<file path="config.mk">
export PLATFORM = sky130hd
export DESIGN_NAME = dp_sequencer_flat
export DESIGN_NICKNAME = d
export VERILOG_FILES = /design/src/rtl/dp_sequencer_if.sv /design/src/rtl/dp_sequencer.sv /design/src/flat_wrapper.sv
export SDC_FILE = /design/constraint.sdc
export NUM_CORES = 1
export LEC_CHECK = 0
export CORE_MARGIN = 8
export CORE_UTILIZATION = 40
export CTS_CLUSTER_DIAMETER = 40
export DETAILED_ROUTE_END_ITERATION = 6
export HOLD_SLACK_MARGIN = 0.06
export PLACE_DENSITY = 0.85
export SLEW_MARGIN = 40
export SYNTH_ARGS = -nofsm -noshare
export SYNTH_HDL_FRONTEND = slang
export SYNTH_SLANG_ARGS = --single-unit
</file>
<file path="constraint.sdc">
create_clock -name clk -period 1.55 [get_ports clk]
set_input_delay 0.3875 -clock clk [delete_from_list [all_inputs] [get_ports clk]]
set_output_delay 0.3875 -clock clk [all_outputs]
set_load 0.01 [all_outputs]
</file>
<file path="src/rtl/dp_sequencer_if.sv">
// dp_sequencer_if
// Instruction-memory fetch bus between the sequencer and instruction memory.
//   imem_req   : fetch request, driven by the sequencer (master)
//   imem_ack   : acknowledge, driven by memory (slave)
//   imem_rdata : 16-bit instruction word, valid when imem_ack=1
interface dp_sequencer_if;
  logic        imem_req;
  logic        imem_ack;
  logic [15:0] imem_rdata;

  modport master (output imem_req, input imem_ack, input imem_rdata);
  modport slave  (input imem_req, output imem_ack, output imem_rdata);
endinterface

</file>
<file path="src/rtl/dp_sequencer.sv">
// dp_sequencer
// Multi-cycle control FSM for the 4-bit datapath (PC, 4x4 register file, ALU).
// Fetches an instruction over the imem bus, latches it in IR, then walks
// DECODE -> READ -> EXEC -> WB, driving register-file and ALU controls.
// Ports:
//   clk, rst    : clock and synchronous active-high reset
//   start       : begin execution (sampled only in IDLE)
//   imem        : fetch bus (master side: imem_req out, imem_ack/imem_rdata in)
//   ir          : instruction register
//   rf_rw       : register file control, 1=read 0=write
//   alu_op      : ALU operation, alu_sub : subtract select
//   pc_inc      : one-cycle PC increment pulse
//   busy        : executing (FETCH..WB)
//   halted      : halt executed (sticky), error : fetch timeout (sticky)
//   instr_count : retired instructions, saturating
module dp_sequencer #(
  parameter int TIMEOUT = 15,
  parameter int COUNT_W = 8
) (
  input  logic               clk,
  input  logic               rst,
  input  logic               start,
  dp_sequencer_if.master     imem,
  output logic [15:0]        ir,
  output logic               rf_rw,
  output logic [1:0]         alu_op,
  output logic               alu_sub,
  output logic               pc_inc,
  output logic               busy,
  output logic               halted,
  output logic               error,
  output logic [COUNT_W-1:0] instr_count
);

  typedef enum logic [2:0] {
    S_IDLE   = 3'd0,
    S_FETCH  = 3'd1,
    S_DECODE = 3'd2,
    S_READ   = 3'd3,
    S_EXEC   = 3'd4,
    S_WB     = 3'd5,
    S_HALT   = 3'd6,
    S_ERROR  = 3'd7
  } state_t;

  localparam logic [7:0]         TIMEOUT_LAST = 8'(TIMEOUT - 1);
  localparam logic [COUNT_W-1:0] COUNT_MAX    = '1;

  state_t     state, state_next;
  logic [7:0] timeout_cnt;

  always_ff @(posedge clk) begin
    if (rst) state <= S_IDLE;
    else     state <= state_next;
  end

  // An ack on the last allowed FETCH cycle is checked first so it beats the timeout.
  always_comb begin
    state_next = state;
    case (state)
      S_IDLE:   if (start) state_next = S_FETCH;
      S_FETCH: begin
        if (imem.imem_ack)                   state_next = S_DECODE;
        else if (timeout_cnt == TIMEOUT_LAST) state_next = S_ERROR;
      end
      S_DECODE: state_next = ir[15] ? S_HALT : S_READ;
      S_READ:   state_next = S_EXEC;
      S_EXEC:   state_next = S_WB;
      S_WB:     state_next = S_FETCH;
      S_HALT:   state_next = S_HALT;
      S_ERROR:  state_next = S_ERROR;
      default:  state_next = S_IDLE;
    endcase
  end

  // The timeout counter is held at zero outside FETCH, which clears it on every entry.
  always_ff @(posedge clk) begin
    if (rst) begin
      ir          <= '0;
      timeout_cnt <= '0;
      alu_op      <= '0;
      alu_sub     <= 1'b0;
      instr_count <= '0;
    end else begin
      if (state == S_FETCH && !imem.imem_ack) timeout_cnt <= timeout_cnt + 8'd1;
      else                                    timeout_cnt <= '0;

      if (state == S_FETCH && imem.imem_ack) ir <= imem.imem_rdata;

      if (state == S_DECODE) begin
        alu_op  <= ir[7:6];
        alu_sub <= ir[8];
      end

      if (state == S_WB && instr_count != COUNT_MAX) instr_count <= instr_count + 1'b1;
    end
  end

  // Moore outputs decoded from the state register and IR only.
  always_comb begin
    imem.imem_req = (state == S_FETCH);
    rf_rw         = !(state == S_WB && !ir[14]);
    pc_inc        = (state == S_WB);
    busy          = (state == S_FETCH) || (state == S_DECODE) || (state == S_READ) ||
                    (state == S_EXEC)  || (state == S_WB);
    halted        = (state == S_HALT);
    error         = (state == S_ERROR);
  end

endmodule

</file>
<file path="src/flat_wrapper.sv">
// flat-port wrapper written by rule: the top's interface ports become plain ports
module dp_sequencer_flat 
#(
  parameter int TIMEOUT = 15,
  parameter int COUNT_W = 8
)
  (clk, rst, start, ir, rf_rw, alu_op, alu_sub, pc_inc, busy, halted, error, instr_count, imem_imem_req, imem_imem_ack, imem_imem_rdata);
  dp_sequencer_if imem_i ();
  input  logic clk;
  input  logic rst;
  input  logic start;
  output logic [15:0] ir;
  output logic rf_rw;
  output logic [1:0] alu_op;
  output logic alu_sub;
  output logic pc_inc;
  output logic busy;
  output logic halted;
  output logic error;
  output logic [COUNT_W-1:0] instr_count;
  output wire logic [$bits(imem_i.imem_req)-1:0] imem_imem_req;
  input wire logic [$bits(imem_i.imem_ack)-1:0] imem_imem_ack;
  input wire logic [$bits(imem_i.imem_rdata)-1:0] imem_imem_rdata;
  assign imem_imem_req = imem_i.imem_req;
  assign imem_i.imem_ack = imem_imem_ack;
  assign imem_i.imem_rdata = imem_imem_rdata;
  dp_sequencer #(.TIMEOUT(TIMEOUT), .COUNT_W(COUNT_W)) u_core (.clk(clk), .rst(rst), .start(start), .imem(imem_i), .ir(ir), .rf_rw(rf_rw), .alu_op(alu_op), .alu_sub(alu_sub), .pc_inc(pc_inc), .busy(busy), .halted(halted), .error(error), .instr_count(instr_count));
endmodule
</file>
**After elaboration in Yosys (flattened, before gate mapping)**

Index checks and enable logic that the tools add are counted.

- Bits in writable memories: 0
- Latch bits: 0
- Input bits: 20
- Memories kept: 0
- Bits in read-only memories: 0
- Output and inout port bits: 33
- Register bits after elaboration: 38
- Word-level logic and storage cells: 39

- Reductions and logical operators: 14
- Magnitude comparators: 0
- Add/sub/neg operators: 2
- Divide/modulo/power cells: 0
- Eq/ne operators: 11
- Mux-type cells: 5
- $mul: 0
- Bitwise operators: 1
- Shift-type cells: 0

Operators with widths:

| operator | number |
|---|---|
| 3-bit one-hot mux with 8 select lines | 1 |
| 8-bit by 1-bit adder with 8-bit output, second input constant | 2 |
| 3-bit equality test, second input constant | 4 |
| 3-bit 2-to-1 mux | 4 |
| 8-bit by 4-bit equality test with 1-bit output, second input constant | 1 |
| 8-bit inequality test, second input constant | 1 |
| 3-bit by 2-bit equality test with 1-bit output, second input constant | 2 |
| 1-bit logical AND | 4 |
| 1-bit logical OR | 4 |
| 3-bit by 1-bit equality test with 1-bit output, second input constant | 1 |
| 1-bit logical NOT | 3 |
| 3-bit logical NOT | 1 |
| 3-bit by 1-bit inequality test with 1-bit output, second input constant | 1 |
| 2-bit inequality test, second input constant | 1 |
| 2-bit AND reduction | 1 |
| 2-bit OR reduction | 1 |
| 1-bit inverter | 1 |

**Depth between registers and ports, before layout**

Gate-level depths: netlist (run 1).

- Depth in word-level cells: 5
- Gate-level depth with buffers: 6
- Depth with buffers taken out: 5

**Least setup slack after synthesis (run 1)**

OpenSTA, ideal clock, no wires.

- Path kind: register to register
- Start point: register u_core.state[1]
- End point: register u_core.ir[15]
- Setup time: 71 ps
- Stages on the path, launching flop included: 7
- Path slack: 37 ps
- Period minus slack after synthesis: 1513 ps
- Arrival time: 1442 ps
- Buffers on the path: 2
- Required time: 1479 ps
- Path through: dfxtp_1 -> nor3b_1 -> and2_1 -> clkbuf_2 -> buf_2 -> nand2_1 -> a21oi_1

- Longest elaborated chain between the ends: 2

Ends and longest elaborated chain:

| element | line | RTL |
|---|---|---|
| from (decl) | dp_sequencer.sv:49 | `state_t state, state_next;` |
| from (signal assigned) | dp_sequencer.sv:54 | `else state <= state_next;` |
| 3-bit by 1-bit equality test with 1-bit output | -- |  |
| via imem_imem_req | flat_wrapper.sv:21 | `output wire logic [$bits(imem_i.imem_req)-1:0] imem_imem_req;` |
| 1-bit logical AND | dp_sequencer.sv:88 | `if (state == S_FETCH && imem.imem_ack) ir <= imem.imem_rdata;` |
| to (signal assigned) | dp_sequencer.sv:88 |  |
| to (decl) | dp_sequencer.sv:24 | `output logic [15:0] ir,` |

The timed path passes the listed nets, and every way through them passes these cells.
A chain may end at the register's enable or synchronous reset.

**Worst setup path after layout (run 1)**

- Start point: register u_core.state[1]
- End point: register u_core.instr_count[3]

- Longest elaborated chain between the ends: 2

Ends and longest elaborated chain:

| element | line | RTL |
|---|---|---|
| 3-bit equality test | dp_sequencer.sv:95 | `if (state == S_WB && instr_count != COUNT_MAX) instr_count <= instr_count + 1'b1;` |
| 1-bit logical AND | dp_sequencer.sv:95 |  |
| to (signal assigned) | dp_sequencer.sv:95 |  |
| to (decl) | dp_sequencer.sv:32 | `output logic [COUNT_W-1:0] instr_count` |

Every way passes these cells.

==> flow_metrics.tcl, run 1 <==
set metrics [dict create \
    clockBufferDepth 2 \
    drt_pass1_iterations 4 \
    highest_layer "met4" \
    crit_type "register to register" \
    hold_path.class "register to register" \
    yosysMostFrequentCell "nand2_1" \
    power.density_nw_per_um2 828 \
    grt_first_pass_wirelength_um 6840 \
    cp.arrival_ns 1.79 \
    h-tree-depth 2 \
    failed_checks "setup timing" \
    ant_nets 0 \
    syn_area_um2 1590 \
    final_cells 314 \
    start_kind "register" \
    route.met3.wl_um 292 \
    met2WireLength_um 1940 \
    slew_viol_final 0 \
    crit_top_cell "buf_6" \
    drc 0 \
    slowest_stage "dfxtp_4" \
    boundaryPins 53 \
    wl_met1_um 1700 \
    reg2reg_from "u_core.state[1]" \
    synthFlopType "dfxtp_1" \
    initial_utilization_pct 40.7 \
    post_drt_wl_per_cell_um 12.8 \
    min_from "u_core.ir[11]" \
    fin_nets 286 \
    synth.net_count 215 \
    core_um2 3910 \
    track_usage_pct 13.6 \
    worst-slew-pin-transition_ns 0.390 \
    fin_ws_ns -0.0236 \
    grt_setup_unrepaired "yes" \
    synth_top_cell_by_area "dfxtp_1" \
    synth_area_leaders "dfxtp_1 (48%), nand2_1 (9.4%), a21oi_1 (7.2%)" \
    fmaxAchievable_mhz 636 \
    drive_gt1_share_pct 17.8 \
    rows 23 \
    total_power_mw 1.96 \
    crit_required_ns 1.77 \
    grt-ovfl-total 0 \
    yosysTopAreaCellShare_pct 47.7 \
    grt_antenna_before_repair 0 \
    period_minus_slack_ns 1.57 \
    die_x_um 79.1 \
    avgSynthCellArea_um2 8.30 \
    slew_headroom_pct 73.7 \
    area_growth_pct 48.5 \
    path_clk_slew_ns 0.07 \
    cts_root_buffer "clkbuf_8" \
    worstSkewPairLatency_ns 0.29 \
    dp_slack_ns -0.161 \
    vias 1501 \
    place_area_um2 2280 \
    crit_path_end_kind "register" \
    synth_warnings 0 \
    dieHeight_um 79.1 \
    place_congestion 0.881 \
    dieArea_um2 6260 \
    ys_seq_area_share_pct 47.7 \
    setup_viol 1 \
    portBuffers 52 \
    cp-startpoint "u_core.state[1]" \
    cts_tree "done" \
    grt_max_degree 20 \
    design_area_um2 2370 \
    synth_common_cells "nand2_1 (40), dfxtp_1 (38), a21oi_1 (23), nor2_1 (19), o21ai_0 (7)" \
    cap_viol_max_count 0 \
    dp.cells 305 \
    ys_ff_latch 38 \
    cts_num_sinks 38 \
    p_leak_nw 1.06 \
    drt_wl_total_um 4010 \
    n_antenna_cell 0 \
    finalSetupTns_ns -0.0236 \
    hold_viol 0 \
    drt-initial-drc-count 63 \
    synthCells 192 \
    fin_skew_ns 0.00371 \
    cpPeakStageDelay_ns 0.37 \
    holdWs_ns 0.451 \
    final_util_pct 60.5 \
    dp_hpwl_um 2940 \
    crit_path_cell_trace "nand3b_4 > buf_6 > or2_4 > buf_6 > or3_4 > a21oi_2" \
    crit_path_max_fanout 6 \
    synthArstFlopShare_pct 0 \
    vdd_drop_max_uv 465 \
    cts_buffers 5 \
    post-route-period-util_pct 102 \
    synth_cell_types 32 \
    routed_via_density 4.78 \
    outcome "finished with violations" \
    synth-edff-count 0 \
    grt_pass1_vias 1515 \
]
power by group:
part           internal [mW]  switching, mW
Clock                  0.359          0.335
Sequential              1.00         0.0229
Combinational          0.134          0.109
layout make-up:
class                           count  area, um^2
Clock buffer                        7        86.3
Sequential cell                    38         776
Tap cell                           50        62.6
Multi-Input combinational cell    140         788
Clock inverter                      1        5.00
Timing Repair Buffer               73         631
Fill cell                         359        1550
Inverter                            5        18.8
worst max-delay path, delay by kind of cell, from the launching register on:
kind / cells / cell delay [ns]
buffers and inverters: 2 / 0.25
flip-flops: 1 / 0.37
AO/OA/AOI/OAI: 1 / 0.14
AND/OR/NAND/NOR: 3 / 0.75
cell usage in the layout (no fill, tap or decap), types with 4 or more instances in the layout:
cell type	instances
a21oi_1	21
and3_1	4
buf_2	4
buf_4	19
clkbuf_8	6
clkdlybuf4s50_1	19
dfxtp_1	32
dlygate4sd2_1	28
inv_1	4
mux2i_1	5
nand2_1	40
nand3_1	4
nor2_1	19
nor3_1	5
o21ai_0	6
xor2_1	6
final timing paths:
path,to,slack (ns),cells past startpoint
worst min register to register,u_core.ir[11],0.45,2
worst min-delay path,u_core.ir[11],0.45,2
worst max register to register,u_core.instr_count[3],-0.02,6
worst max-delay path,u_core.instr_count[3],-0.02,6
flip-flops by register name, summed over array words and instances (netlist names):
register / flops
u_core.alu_op: 2
u_core.instr_count: 8
u_core.alu_sub: 1
u_core.state: 3
u_core.timeout_cnt: 8
u_core.ir: 16
cell families (layout without fill, tap and decap cells):
| kind of cell | count (synthesis) | in the layout | synth area share, % |
|---|---|---|---|
| AOI/OAI and AO/OA | 34 | 34 | 11.4 |
| buffers and inverters | 14 | 86 | 4.16 |
| adders and majority gates | 3 | 3 | 2.36 |
| xor gates and xnor gates | 8 | 8 | 4.40 |
| and+or+nand+nor | 90 | 90 | 26.8 |
| DFF | 38 | 38 | 47.7 |
| muxes | 5 | 5 | 3.14 |
repair_timing:
| item | 4_1_cts | 5_1_grt |
|---|---|---|
| hold buffers | 0 | 0 |
| endpoints found under the setup margin | 36 | 6 |
| cloned | 0 | 0 |
| setup buffers | 1 | 0 |
| resized for setup | 60 | 4 |
| pin swaps | 3 | 2 |
| endpoints found under the hold margin | 0 | 0 |
metal layers:
layer  track usage (%)  vias up
met2              22.9       36
met1              14.3      666
met3              5.42        7
met5                 0        -
li1                  -      792
met4              7.22        0
Power figures use the tool's default switching activity.
==> inputs of run 2 (changes only) <==
Settings changed: REMOVE_ABC_BUFFERS set to 1.
==> run 2 against run 1 <==
  * The run still ends with setup timing left
  * Clock power grew 17%
  * Die area is the same
  * Non-clock buffer count shrank 2
  * Sequential power is essentially flat
  * Clock skew grew 0.0030 ns
  * Largest power group unchanged
  * Design area grew 0.85%
  * Highest routed layer unchanged
==> flow_metrics.tcl, run 2 (synthesis gave the netlist of run 1 again) <==
set metrics [dict create \
    hold_viol 0 \
    post-route-period-util_pct 103 \
    cts_num_sinks 38 \
    drc 0 \
    track_usage_pct 13.0 \
    final_cell_mix "nand2_1 (40), dfxtp_1 (33), dlygate4sd2_1 (26)" \
    h-tree-depth 2 \
    holdWs_ns 0.451 \
    crit_path_max_fanout 3 \
    setup_viol 3 \
    grt_max_degree 17 \
    crit_path_end_kind "output port" \
    place_congestion 0.831 \
    worst-slew-pin-transition_ns 0.360 \
    grt_setup_unrepaired "yes" \
    fmaxAchievable_mhz 629 \
    cts_tree "done" \
    path_clk_slew_ns 0.07 \
    total_power_mw 2.10 \
    largest_reg_flops 16 \
    drt-initial-drc-count 32 \
    vdd_drop_max_uv 619 \
    multi_input_area_um2 781 \
    cp.arrival_ns 1.20 \
    ant_nets 0 \
    crit_buf_inv 2 \
    die_x_um 79.1 \
    regMostFlops "u_core.ir" \
    slew_viol_final 0 \
    min_from "u_core.ir[4]" \
    start_kind "register" \
    drt_pass1_iterations 4 \
    routed_via_density 4.88 \
    failed_checks "setup timing" \
    cap_viol_max_count 0 \
    final_common_cell "nand2_1" \
    hold_path.class "register to register" \
    crit_required_ns 1.16 \
    fillers 359 \
    portBuffers 52 \
    grt-ovfl-total 0 \
    period_minus_slack_ns 1.59 \
    grt_pass1_vias 1482 \
    grt_antenna_before_repair 0 \
    slowest_stage "dfxtp_2" \
    ff_latch_area_um2 769 \
    boundaryPins 53 \
    drive_gt1_share_pct 16.4 \
    initial_utilization_pct 40.7 \
    cpPeakStageDelay_ns 0.35 \
    drt_wl_total_um 4000 \
    reg2reg_from "u_core.state[0]" \
    top_regs "u_core.ir x16, u_core.instr_count x8, u_core.timeout_cnt x8" \
    cts_buffers 5 \
    outcome "finished with violations" \
    vias 1521 \
    finalSetupTns_ns -0.0793 \
    slew_headroom_pct 75.7 \
    cts_root_buffer "clkbuf_8" \
    n_antenna_cell 0 \
    p_leak_nw 1.07 \
    final_util_pct 61.0 \
    grt_first_pass_wirelength_um 6400 \
    fin_ws_ns -0.0401 \
    clockBufferDepth 2 \
    crit_type "register to output port" \
    core_um2 3910 \
    rows 23 \
    worstSkewPairLatency_ns 0.29 \
    dieArea_um2 6260 \
    dp_hpwl_um 2870 \
    post_drt_wl_per_cell_um 12.8 \
    path_delay_family "buffers and inverters" \
    crit_path_cell_trace "buf_6 > nor3b_2 > clkdlybuf4s15_2" \
    fin_nets 284 \
    dieHeight_um 79.1 \
    area_growth_pct 49.8 \
    fin_skew_ns 0.00671 \
    power.density_nw_per_um2 878 \
    cp-startpoint "u_core.state[0]" \
]
==> run 2: cell types whose count changed in the layout (fill, tap and decap cells not counted), sizes merged <==
cell,previous run,this run
dlymetal6s2s,0,1
buf,25,23
clkinv,1,0
bufinv,0,1
clkbuf,7,8
dlygate4sd2,28,26
==> run 2: report_power, final <==
part / leakage [nW] / switching (mW) / total [mW] / internal, mW
logic: 0.710 / 0.118 / 0.265 / 0.148
clock network: 0.0524 / 0.326 / 0.808 / 0.481
registers: 0.310 / 0.0191 / 1.02 / 1.00
==> run 2: routing by layer <==
| layer | vias to the layer above | routed length [um] | part of all wire (%) | track usage [%] |
|---|---|---|---|---|
| met4 | 0 | 93 | 2.3 | 7.41 |
| met2 | 40 | 1970 | 49 | 21.8 |
| met3 | 7 | 324 | 8.1 | 6.88 |
| met1 | 694 | 1610 | 40 | 12.5 |
| met5 | - | 0 | 0 | 0 |
| li1 | 780 | - | - | - |
==> run 2: layout make-up <==
type                    instances  area share (%)
multi-input cells             140            32.7
flip-flops and latches         38            32.2
repair buffers                 71            27.2
clock buffers                   7            3.20
well taps                      50            2.62
clock inverters                 1            1.26
inverters                       5           0.786
==> run 2: worst register-to-register path, cell delays in order (launching register included) <==
cell	delay [ns]
dfxtp_2	0.35
buf_6	0.10
buf_6	0.09
nand3b_4	0.09
buf_6	0.13
or4_4	0.51
mux2i_1	0.16
nor2_1	0.05
==> run 2: final timing paths <==
path                            to  slack, ns  cells after the start
max reg2reg  u_core.instr_count[6]      -0.03                      7
max                  imem_imem_req      -0.04                      3
min                   u_core.ir[4]       0.45                      2
min reg2reg           u_core.ir[4]       0.45                      2
==> run 2: what timing repair did <==
item,in CTS,in global routing
hold endpoints to repair,0,0
gates resized for setup,56,7
cloned,0,0
setup endpoints to repair,35,11
buffers inserted,4,0
pin swaps,4,0
hold buffers,0,0
==> run 2: per-stage QoR <==
stage          worst slack (ns)  instances  cell area [um^2]
2_1_floorplan            -0.116        183              1550
3_3_place_gp             -0.116        300              2270
3_5_place_dp             -0.132        300              2270
4_1_cts                 -0.0480        312              2370
5_1_grt                  -0.104        312              2390
6_report                -0.0401        312              2390
==> inputs of run 3 (changes only) <==
Settings changed: CORE_MARGIN 8 to 4.
==> run 3 against run 2 <==
  * The flow now finishes without violations
  * Clock skew is 0.0021 ns lower
  * Critical path depth is 1 higher
  * Fmax is 5.7% higher
  * Sequential share of layout area is 0.76 points higher
  * Sequential power hardly changed
  * Worst hold slack better by 0.0019 ns
  * Clock-buffer cell count stayed put
  * Clock power is 16% lower
  * Global-route usage is 2.6 points higher
  * Setup slack better by 0.086 ns
  * Register-to-register slack better by 0.08 ns
  * Critical path type unchanged
==> flow_metrics.tcl, run 3 (synthesis gave the netlist of run 1 again) <==
set metrics [dict create \
    hold_path.class "register to register" \
    period_minus_slack_ns 1.50 \
    core_um2 3740 \
    crit_required_ns 1.16 \
    crit_buf_inv 2 \
    cts_num_sinks 38 \
    slowest_stage "dfxtp_4" \
    fin_nets 283 \
    p_leak_nw 1.08 \
    path_clk_slew_ns 0.07 \
    clockBufferDepth 2 \
    p_switching_mw 0.457 \
    post_drt_wl_per_cell_um 12.3 \
    path_delay_family "flip-flops" \
    place_congestion 0.805 \
    hold_buffers 0 \
    portBuffers 52 \
    initial_utilization_pct 42.6 \
    total_power_mw 1.96 \
    seqPwrFrac_pct 52.3 \
    cpPeakStageDelay_ns 0.36 \
    dp.cells 299 \
    post-route-period-util_pct 97.0 \
    ff_latch_area_um2 778 \
    grt_max_degree 22 \
    n_antenna_cell 0 \
    fin_ws_ns 0.0463 \
    fillers 358 \
    cts_buffers 5 \
    dieArea_um2 5060 \
    worst-slew-pin-transition_ns 0.372 \
    start_kind "register" \
    die_x_um 71.1 \
    fin_skew_ns 0.00462 \
    p_comb_share_pct 12.8 \
    cts_root_buffer "clkbuf_8" \
    finalSetupTns_ns 0 \
    cp.arrival_ns 1.12 \
    grt_pass1_vias 1459 \
    vdd_drop_max_uv 496 \
    hold_viol 0 \
    track_usage_pct 15.6 \
    final_cell_mix "nand2_1 (40), dfxtp_1 (30), dlygate4sd2_1 (24)" \
    final_common_cell "nand2_1" \
    rows 22 \
    fmaxAchievable_mhz 665 \
    drt_pass1_iterations 4 \
    outcome "completed" \
    p_sw_share_pct 23.4 \
    dieHeight_um 71.1 \
    vias 1515 \
    crit_path_cell_trace "buf_4 > nor3_2 > a21oi_1 > buf_2" \
    grt-ovfl-total 0 \
    crit_path_end_kind "output port" \
    p_clk_share_pct 34.8 \
    largest_reg_flops 16 \
    final_cells 309 \
    drc 0 \
    ant_nets 0 \
    worstSkewPairLatency_ns 0.28 \
    drive_gt1_share_pct 18.8 \
    grt_first_pass_wirelength_um 6310 \
    setup_viol 0 \
    crit_type "register to output port" \
    routed_via_density 4.90 \
    crit_path_max_fanout 5 \
    slew_viol_final 0 \
    power.density_nw_per_um2 829 \
    cap_viol_max_count 0 \
    regMostFlops "u_core.ir" \
    drt_wl_total_um 3790 \
    h-tree-depth 2 \
    p_int_mw 1.50 \
    dp_hpwl_um 2760 \
    top_regs "u_core.ir x16, u_core.instr_count x8, u_core.timeout_cnt x8" \
    drt-initial-drc-count 73 \
    multi_input_area_um2 791 \
    grt_setup_unrepaired "yes" \
    boundaryPins 53 \
    grt_antenna_before_repair 0 \
    cts_tree "done" \
    area_growth_pct 48.0 \
    dp_slack_ns -0.129 \
    slew_headroom_pct 74.9 \
]
## run 3: timing repair
item,CTS,global route
setup endpoints to repair,32,12
setup buffers,1,1
resized for setup,56,13
pin swaps,0,2
gates cloned,0,0
## run 3: worst paths after layout
kind                        start                     to  slack (ns)  cells past startpoint
hold reg to reg      u_core.ir[9]           u_core.ir[9]        0.45                      2
setup / recovery  u_core.state[1]                   busy        0.05                      4
hold / removal       u_core.ir[9]           u_core.ir[9]        0.45                      2
setup reg to reg  u_core.state[1]  u_core.instr_count[5]        0.05                      4
## run 3: final cells by class
cell class / instances / area share [%]
multi-input cells: 140 / 33.5
clock buffers: 7 / 3.66
flip-flops and latches: 38 / 33.0
inverters: 5 / 0.796
clock inverters: 1 / 0.212
well taps: 48 / 2.55
repair buffers: 70 / 26.3
## run 3: worst register-to-register path: stages, from the launching register on
cell and delay [ns]:
dfxtp_4 0.36, nand3b_4 0.19, or2_4 0.27, or4_4 0.51, a21oi_2 0.12
## run 3: per-stage QoR
stage | area (um^2) | hold slack [ns] | utilization (%)
global placement | 2260 | 0.440 | 60.4
finish | 2360 | 0.453 | 63.0
detailed placement | 2260 | 0.448 | 60.4
global route | 2360 | 0.471 | 63.0
floorplan | 1550 | 0.438 | -
CTS | 2350 | 0.456 | 62.7
## run 3: power groups by stage
stage / clock network [mW] / logic [mW] / registers, mW
final: 0.681 / 0.251 / 1.02
after global routing: 0.741 / 0.272 / 1.03
after CTS: 0.706 / 0.254 / 1.02
after detailed placement: 0 / 0.266 / 1.05
after global placement: 0 / 0.263 / 1.05
after floorplan: 0 / 0.0736 / 1.06
## run 3: layer usage
layer  GRT usage (%)  wire [um]
met5               0          0
met4            6.05         83
met3            5.26        200
met2            26.5       1850
met1            17.9       1660
